[src/rtl/traffic_pkg.sv]
// -----------------------------------------------------------------------------
// traffic_pkg
// Shared definitions for the traffic-light system: lamp encodings, the light
// phase type and the lamp-bus decoder. The controllers' assertions reuse
// decode_lamps so that timer and checkers agree on what a legal phase is.
// -----------------------------------------------------------------------------
package traffic_pkg;

    // One-hot lamp encodings, identical on the highway and country-road buses
    localparam logic [2:0] LED_RED = 3'b001;
    localparam logic [2:0] LED_YEL = 3'b010;
    localparam logic [2:0] LED_GRN = 3'b100;

    typedef enum logic [1:0] {
        PH_HWG = 2'd0,
        PH_HWY = 2'd1,
        PH_CRG = 2'd2,
        PH_CRY = 2'd3
    } phase_t;

    typedef struct packed {
        logic   valid;
        phase_t ph;
    } decode_t;

    // Map the two lamp buses onto a phase; anything not listed is illegal
    // and reports valid=0 with the phase field parked at HWG.
    function automatic decode_t decode_lamps(input logic [2:0] hw, input logic [2:0] cr);
        decode_t r;
        r.valid = 1'b0;
        r.ph    = PH_HWG;
        case ({hw, cr})
            {LED_GRN, LED_RED}: begin r.valid = 1'b1; r.ph = PH_HWG; end
            {LED_YEL, LED_RED}: begin r.valid = 1'b1; r.ph = PH_HWY; end
            {LED_RED, LED_GRN}: begin r.valid = 1'b1; r.ph = PH_CRG; end
            {LED_RED, LED_YEL}: begin r.valid = 1'b1; r.ph = PH_CRY; end
            default:            begin r.valid = 1'b0; r.ph = PH_HWG; end
        endcase
        return r;
    endfunction

endpackage

[src/rtl/tick_prescaler.sv]
// -----------------------------------------------------------------------------
// tick_prescaler
// Divides clk down to a one-cycle tick every DIV clocks. The count runs
// 0..DIV-1 and tick is asserted while the count sits at DIV-1.
//   clk    in  system clock
//   rst_n  in  asynchronous active-low reset (count -> 0)
//   clear  in  restart the count at 0; suppresses tick this cycle
//   hold   in  freeze the count; suppresses tick this cycle (clear wins)
//   tick   out one-cycle tick, decoded from the count register
// tick is a decode of the count register only (no input-to-output logic
// beyond the two gating terms), so the caller sees it in the same cycle the
// count reaches DIV-1 and can act on it at that edge.
// -----------------------------------------------------------------------------
module tick_prescaler #(
    parameter int DIV = 4
) (
    input  logic clk,
    input  logic rst_n,
    input  logic clear,
    input  logic hold,
    output logic tick
);

    localparam int PS_W = (DIV > 2) ? $clog2(DIV) : 1;

    logic [PS_W-1:0] cnt_r;
    logic            at_top_s;

    assign at_top_s = (cnt_r == PS_W'(DIV - 1));
    assign tick     = at_top_s && !clear && !hold;

    // Prescaler count: clear beats hold, otherwise wrap at DIV-1
    always_ff @(posedge clk or negedge rst_n) begin
        if (!rst_n) begin
            cnt_r <= {PS_W{1'b0}};
        end else if (clear) begin
            cnt_r <= {PS_W{1'b0}};
        end else if (hold) begin
            cnt_r <= cnt_r;
        end else if (at_top_s) begin
            cnt_r <= {PS_W{1'b0}};
        end else begin
            cnt_r <= cnt_r + PS_W'(1);
        end
    end

endmodule

[src/rtl/traffic_phase_timer.sv]
// -----------------------------------------------------------------------------
// traffic_phase_timer
// Decodes the current light phase from the lamp buses, times it in
// one-second ticks and raises a one-cycle time_out when the phase duration
// has elapsed. An expired phase that is not advanced re-pulses on every tick.
// Illegal lamp combinations raise fault and freeze the timing.
//   clk      in  system clock
//   rst_n    in  asynchronous active-low reset
//   sensor   in  country-road vehicle present (synchronous to clk)
//   hw_led   in  [2:0] highway lamps, one-hot 001 red / 010 yellow / 100 green
//   cr_led   in  [2:0] country-road lamps, same encoding
//   time_out out one-cycle phase-expired strobe (registered)
//   phase    out [1:0] current phase 0 HWG, 1 HWY, 2 CRG, 3 CRY (registered)
//   fault    out illegal lamp combination seen last cycle (registered)
// Build option: SENSOR_EXTEND_EN adds parameter EXT_S and lets a waiting
// country-road vehicle stretch CRG one second at a time, up to EXT_S seconds
// per CRG entry.
// -----------------------------------------------------------------------------
module traffic_phase_timer
    import traffic_pkg::*;
#(
    parameter int TICK_DIV = 50_000_000,
    parameter int HWG_S    = 25,
    parameter int HWY_S    = 4,
    parameter int CRG_S    = 10,
    parameter int CRY_S    = 4,
    parameter int CNT_W    = 8
`ifdef SENSOR_EXTEND_EN
    ,
    parameter int EXT_S    = 5
`endif
) (
    input  logic       clk,
    input  logic       rst_n,
    input  logic       sensor,
    input  logic [2:0] hw_led,
    input  logic [2:0] cr_led,
    output logic       time_out,
    output logic [1:0] phase,
    output logic       fault
);

    decode_t          dec_s;
    logic             entry_s;
    logic             tick_s;
    logic             expire_s;
    logic             extend_s;
    logic [CNT_W-1:0] dur_s;

    phase_t           phase_r;
    logic [CNT_W-1:0] cnt_r;
    logic             time_out_r;
    logic             fault_r;

    function automatic logic [CNT_W-1:0] phase_duration(input phase_t p);
        logic [CNT_W-1:0] d;
        case (p)
            PH_HWG:  d = CNT_W'(HWG_S);
            PH_HWY:  d = CNT_W'(HWY_S);
            PH_CRG:  d = CNT_W'(CRG_S);
            PH_CRY:  d = CNT_W'(CRY_S);
            default: d = CNT_W'(HWG_S);
        endcase
        return d;
    endfunction

    assign dec_s = decode_lamps(hw_led, cr_led);

    // A fault in the previous cycle forces re-entry even into the same phase,
    // so timing always restarts cleanly after an illegal interval.
    assign entry_s  = dec_s.valid && ((dec_s.ph != phase_r) || fault_r);
    assign dur_s    = phase_duration(dec_s.ph);
    assign expire_s = tick_s && (cnt_r <= CNT_W'(1));

    // Entry restarts the prescaler (discarding a coincident tick); an illegal
    // decode freezes it.
    tick_prescaler #(
        .DIV   (TICK_DIV)
    ) u_prescaler (
        .clk   (clk),
        .rst_n (rst_n),
        .clear (entry_s),
        .hold  (!dec_s.valid),
        .tick  (tick_s)
    );

`ifdef SENSOR_EXTEND_EN
    logic [CNT_W-1:0] ext_r;

    assign extend_s = (phase_r == PH_CRG) && sensor && (ext_r < CNT_W'(EXT_S));

    // Extension seconds already granted in the current CRG entry
    always_ff @(posedge clk or negedge rst_n) begin
        if (!rst_n) begin
            ext_r <= {CNT_W{1'b0}};
        end else if (entry_s) begin
            ext_r <= {CNT_W{1'b0}};
        end else if (expire_s && extend_s) begin
            ext_r <= ext_r + CNT_W'(1);
        end else begin
            ext_r <= ext_r;
        end
    end
`else
    logic sensor_unused_s;

    assign extend_s        = 1'b0;
    assign sensor_unused_s = sensor;
`endif

    // Phase register, seconds counter, strobe and fault flag
    always_ff @(posedge clk or negedge rst_n) begin
        if (!rst_n) begin
            phase_r    <= PH_HWG;
            cnt_r      <= CNT_W'(HWG_S);
            time_out_r <= 1'b0;
            fault_r    <= 1'b0;
        end else begin
            fault_r    <= !dec_s.valid;
            time_out_r <= 1'b0;
            if (entry_s) begin
                phase_r <= dec_s.ph;
                cnt_r   <= dur_s;
            end else if (tick_s) begin
                if (cnt_r > CNT_W'(1)) begin
                    cnt_r <= cnt_r - CNT_W'(1);
                end else if (extend_s) begin
                    cnt_r <= CNT_W'(1);
                end else begin
                    // Stays at 0 when expired, so every later tick re-pulses
                    cnt_r      <= {CNT_W{1'b0}};
                    time_out_r <= 1'b1;
                end
            end else begin
                cnt_r <= cnt_r;
            end
        end
    end

    assign time_out = time_out_r;
    assign phase    = phase_r;
    assign fault    = fault_r;

endmodule
[config.mk]
export PLATFORM = sky130hd
export DESIGN_NAME = traffic_phase_timer
export DESIGN_NICKNAME = d
export VERILOG_FILES = /design/src/rtl/traffic_pkg.sv /design/src/rtl/tick_prescaler.sv /design/src/rtl/traffic_phase_timer.sv
export SDC_FILE = /design/constraint.sdc
export NUM_CORES = 1
export LEC_CHECK = 0
export BUFFER_PORTS_ARGS = -buffer_cell sky130_fd_sc_hd__buf_2
export CAP_MARGIN = 20
export CELL_PAD_IN_SITES_DETAIL_PLACEMENT = 1
export CELL_PAD_IN_SITES_GLOBAL_PLACEMENT = 1
export CORE_MARGIN = 2
export CORE_UTILIZATION = 50
export DETAILED_ROUTE_END_ITERATION = 7
export GPL_TIMING_DRIVEN = 0
export PLACE_DENSITY_LB_ADDON = 0.1
export SYNTH_ARGS = -nofsm -noshare
export SYNTH_HDL_FRONTEND = slang
export SYNTH_SLANG_ARGS = --single-unit
[constraint.sdc]
create_clock -name clk -period 3 [get_ports clk]
set_input_delay 0.6 -clock clk [delete_from_list [all_inputs] [get_ports clk]]
set_output_delay 0.6 -clock clk [all_outputs]
set_load 0.03 [all_outputs]
==> run metrics <==
outcome=finished clean; post-synthesis simple-gate area fraction=0.298; EDFF count, synth=0; worst vdd ir=0.243 mV; Chip Width=70.1 um; dpl hpwl=3.58 mm; PwrDens=495 nW/um^2; Synth Area in XOR/XNOR=0.0923; min Tclk post-route=2.41 ns; overflow left after global routing=0; highest clock rate=0.415 GHz; 1st-pass router iterations=4; Synthesized Nets=245; largest family of logic cells by synthesized area=simple AND/OR/NAND/NOR gates; cells after synthesis=233; fin nets=263; RSZ-0062 raised after global routing=false; largest area contributor in the synthesized netlist=dfrtp_1; # setup viols final=0; post-DR wirelength/cell=17.1 um; Root Buffer=clkbuf_8; Placed Cells=296; initial core utilization=0.508; Area Growth Syn to Fin=9.68%; area of the multi-input gates=1140 um^2; Routed Wire Length=5.21 mm; mapped cell area=2180 um^2; critical path, cell by cell=ha_1, nand2_1, or4_4, nor4_4, o41a_2, buf_2, nor2_1; Post-synth ARST share=1.00; vias in the first global route=1866; CTS Sinks=38; CTS Hold Bufs=0; fraction of final layout cells sized beyond drive strength 1=0.155; P_leak=1.02 nW; GPL Wtd Cong=0.768; worst path bufs/invs=1; maximum fanout along the worst path=10; Synth top area share=0.401; Die Y=70.1 um; CTS tree=built; Hold Crit Class=in -> async; Final Skew=0.00773 ns; drc violations=0; clock tree buffer depth=2; top cells by area, synth=dfrtp_1, xnor2_1, nor2_1, nand2_1, dfstp_2; Slew @ Worst Pin=1.03 ns; Post-CTS Setup Bufs=0; CP max stage cell=nor4_4; Compound-Gate Fraction of Synth Area=0.116; die area=4910 um^2; Final ANT Viol Nets=0; Site Rows=24; Synth Area in Adders=0.0172; sequential cell area=955 um^2; vias per cell=6.02; clock-pin slew on the worst setup and hold paths=0.08 ns; largest net degree at the start of global routing=39; WS Path Type=reg -> reg; Worst EP required=3.17 ns; Mean Syn Cell Area=9.37 um^2; Final Hold Viols=0; final clock period utilization by the worst path=0.803; CP arrival=2.58 ns; via count=1830; max-cap violation count=0; Core Footprint=4290 um^2; Setup TNS=0 ns; FF+latch count, synth=38; CTS H-tree depth=2; post-synthesis mux area share=0; Num CTS Buffers=5; fin cells=304; Ports=13; gr usage total=0.231; CP endpoint kind=flip-flop; # diodes=0; Primary FF master, synth=dfrtp_1; CP max stage delay=0.52 ns; 1st-iter DRT viols=91; register area share after synthesis=0.437; Port-buffer cells=11; clk_lat worst skew=0.29 ns; Rel. slew slack=0.305; Final Max Slew Viols=0; # resized after CTS=0; first-pass GRT wire length=9.11 mm; # fillers=507; post-synthesis cell type count=54; delay-heaviest family, CP=simple AND/OR/NAND/NOR gates; initial antenna violation count=0; Yosys Warn Count=0; startpoint types=flip-flop
area by class of cell:
cell class	count	area share
Buffer	8	0.0199
Inverter	10	0.0157
Multi-Input combinational cell	177	0.478
Sequential cell	38	0.399
Timing Repair Buffer	11	0.0230
Tap cell	52	0.0272
Clock buffer	7	0.0361
Clock inverter	1	0.00209
power breakdown:
group | internal (mW) | switching, mW | total, mW
logic | 0.0776 | 0.139 | 0.216
registers | 0.560 | 0.0410 | 0.601
clock network | 0.186 | 0.183 | 0.369
total | 0.823 | 0.363 | 1.19
layer usage:
layer / global-route usage / up-vias / share of wire
li1: - / 865 / -
met1: 0.298 / 905 / 0.46
met2: 0.384 / 43 / 0.48
met3: 0.0519 / 17 / 0.037
met4: 0.0791 / 0 / 0.024
met5: 0 / - / 0
registers in the layout, indices dropped and copies added, names as in the netlist:
register and count:
time_out 1, cnt_r 8, phase 2, u_prescaler.cnt_r 26, fault 1
cell usage in the layout (no fill, tap or decap), types with 5 or more instances in the layout:
master and instances:
dfrtp_1 35, nor2_1 31, nand2_1 25, xnor2_1 15
buf_2 13, nor3_1 10, inv_1 9, a21oi_1 9
xor2_1 8, nand3_1 8, o21ai_0 7, clkbuf_8 6
nor4_1 5, nand4_1 5
synth_stat cells (all sizes together) (2+ instances only):
| library cell | instances |
|---|---|
| nor2b | 3 |
| nand3b | 2 |
| or3 | 4 |
| nor4b | 4 |
| dfrtp | 35 |
| ha | 3 |
| xor2 | 8 |
| nor2 | 31 |
| a31oi | 2 |
| nand4b | 2 |
| o2111ai | 2 |
| xnor2 | 15 |
| nand3 | 8 |
| nor3 | 12 |
| buf | 5 |
| o21ai | 11 |
| dfstp | 3 |
| nand2 | 25 |
| nand4bb | 2 |
| nor4 | 6 |
| nand4 | 6 |
| and3 | 2 |
| clkbuf | 3 |
| o211ai | 2 |
| a21oi | 10 |
| and4 | 2 |
| inv | 10 |
worst paths after layout:
| check | cells past startpoint | slack (ns) | to | start |
|---|---|---|---|---|
| worst max-delay path | 7 | 0.59 | u_prescaler.cnt_r[4]$_DFFE_PN0P_ | u_prescaler.cnt_r[0]$_DFFE_PN0P_ |
| worst min-delay path | 1 | 0.42 | cnt_r[2]$_DFFE_PN0P_ | rst_n |
| worst max register to register | 7 | 0.59 | u_prescaler.cnt_r[4]$_DFFE_PN0P_ | u_prescaler.cnt_r[0]$_DFFE_PN0P_ |
| worst min register to register | 1 | 0.52 | u_prescaler.cnt_r[6]$_DFFE_PN0P_ | u_prescaler.cnt_r[6]$_DFFE_PN0P_ |
| max in group asynchronous | 1 | 2.04 | u_prescaler.cnt_r[22]$_DFFE_PN0P_ | rst_n |
| min in group clk | 1 | 0.52 | u_prescaler.cnt_r[6]$_DFFE_PN0P_ | u_prescaler.cnt_r[6]$_DFFE_PN0P_ |
logic make-up after synthesis:
kind of cell / Yosys count
simple gates: 114
compound gates: 37
xor+xnor: 23
flops: 38
buf+inv: 18
fa+ha+maj: 3
per-stage QoR:
| stage | area (um^2) | hold WS (ns) | setup slack [ns] | power, mW | util |
|---|---|---|---|---|---|
| 4_1_cts | 2390 | 0.445 | 0.568 | 1.20 | 0.558 |
| 3_3_place_gp | 2300 | 0.485 | 0.423 | 0.814 | 0.536 |
| 3_5_place_dp | 2300 | 0.487 | 0.390 | 0.825 | 0.536 |
| 5_1_grt | 2390 | 0.505 | 0.385 | 1.24 | 0.558 |
| 6_report | 2390 | 0.415 | 0.592 | 1.19 | 0.558 |
| 2_1_floorplan | 2180 | 0.304 | 0.783 | 0.752 | - |
Power figures use the tool's default switching activity.
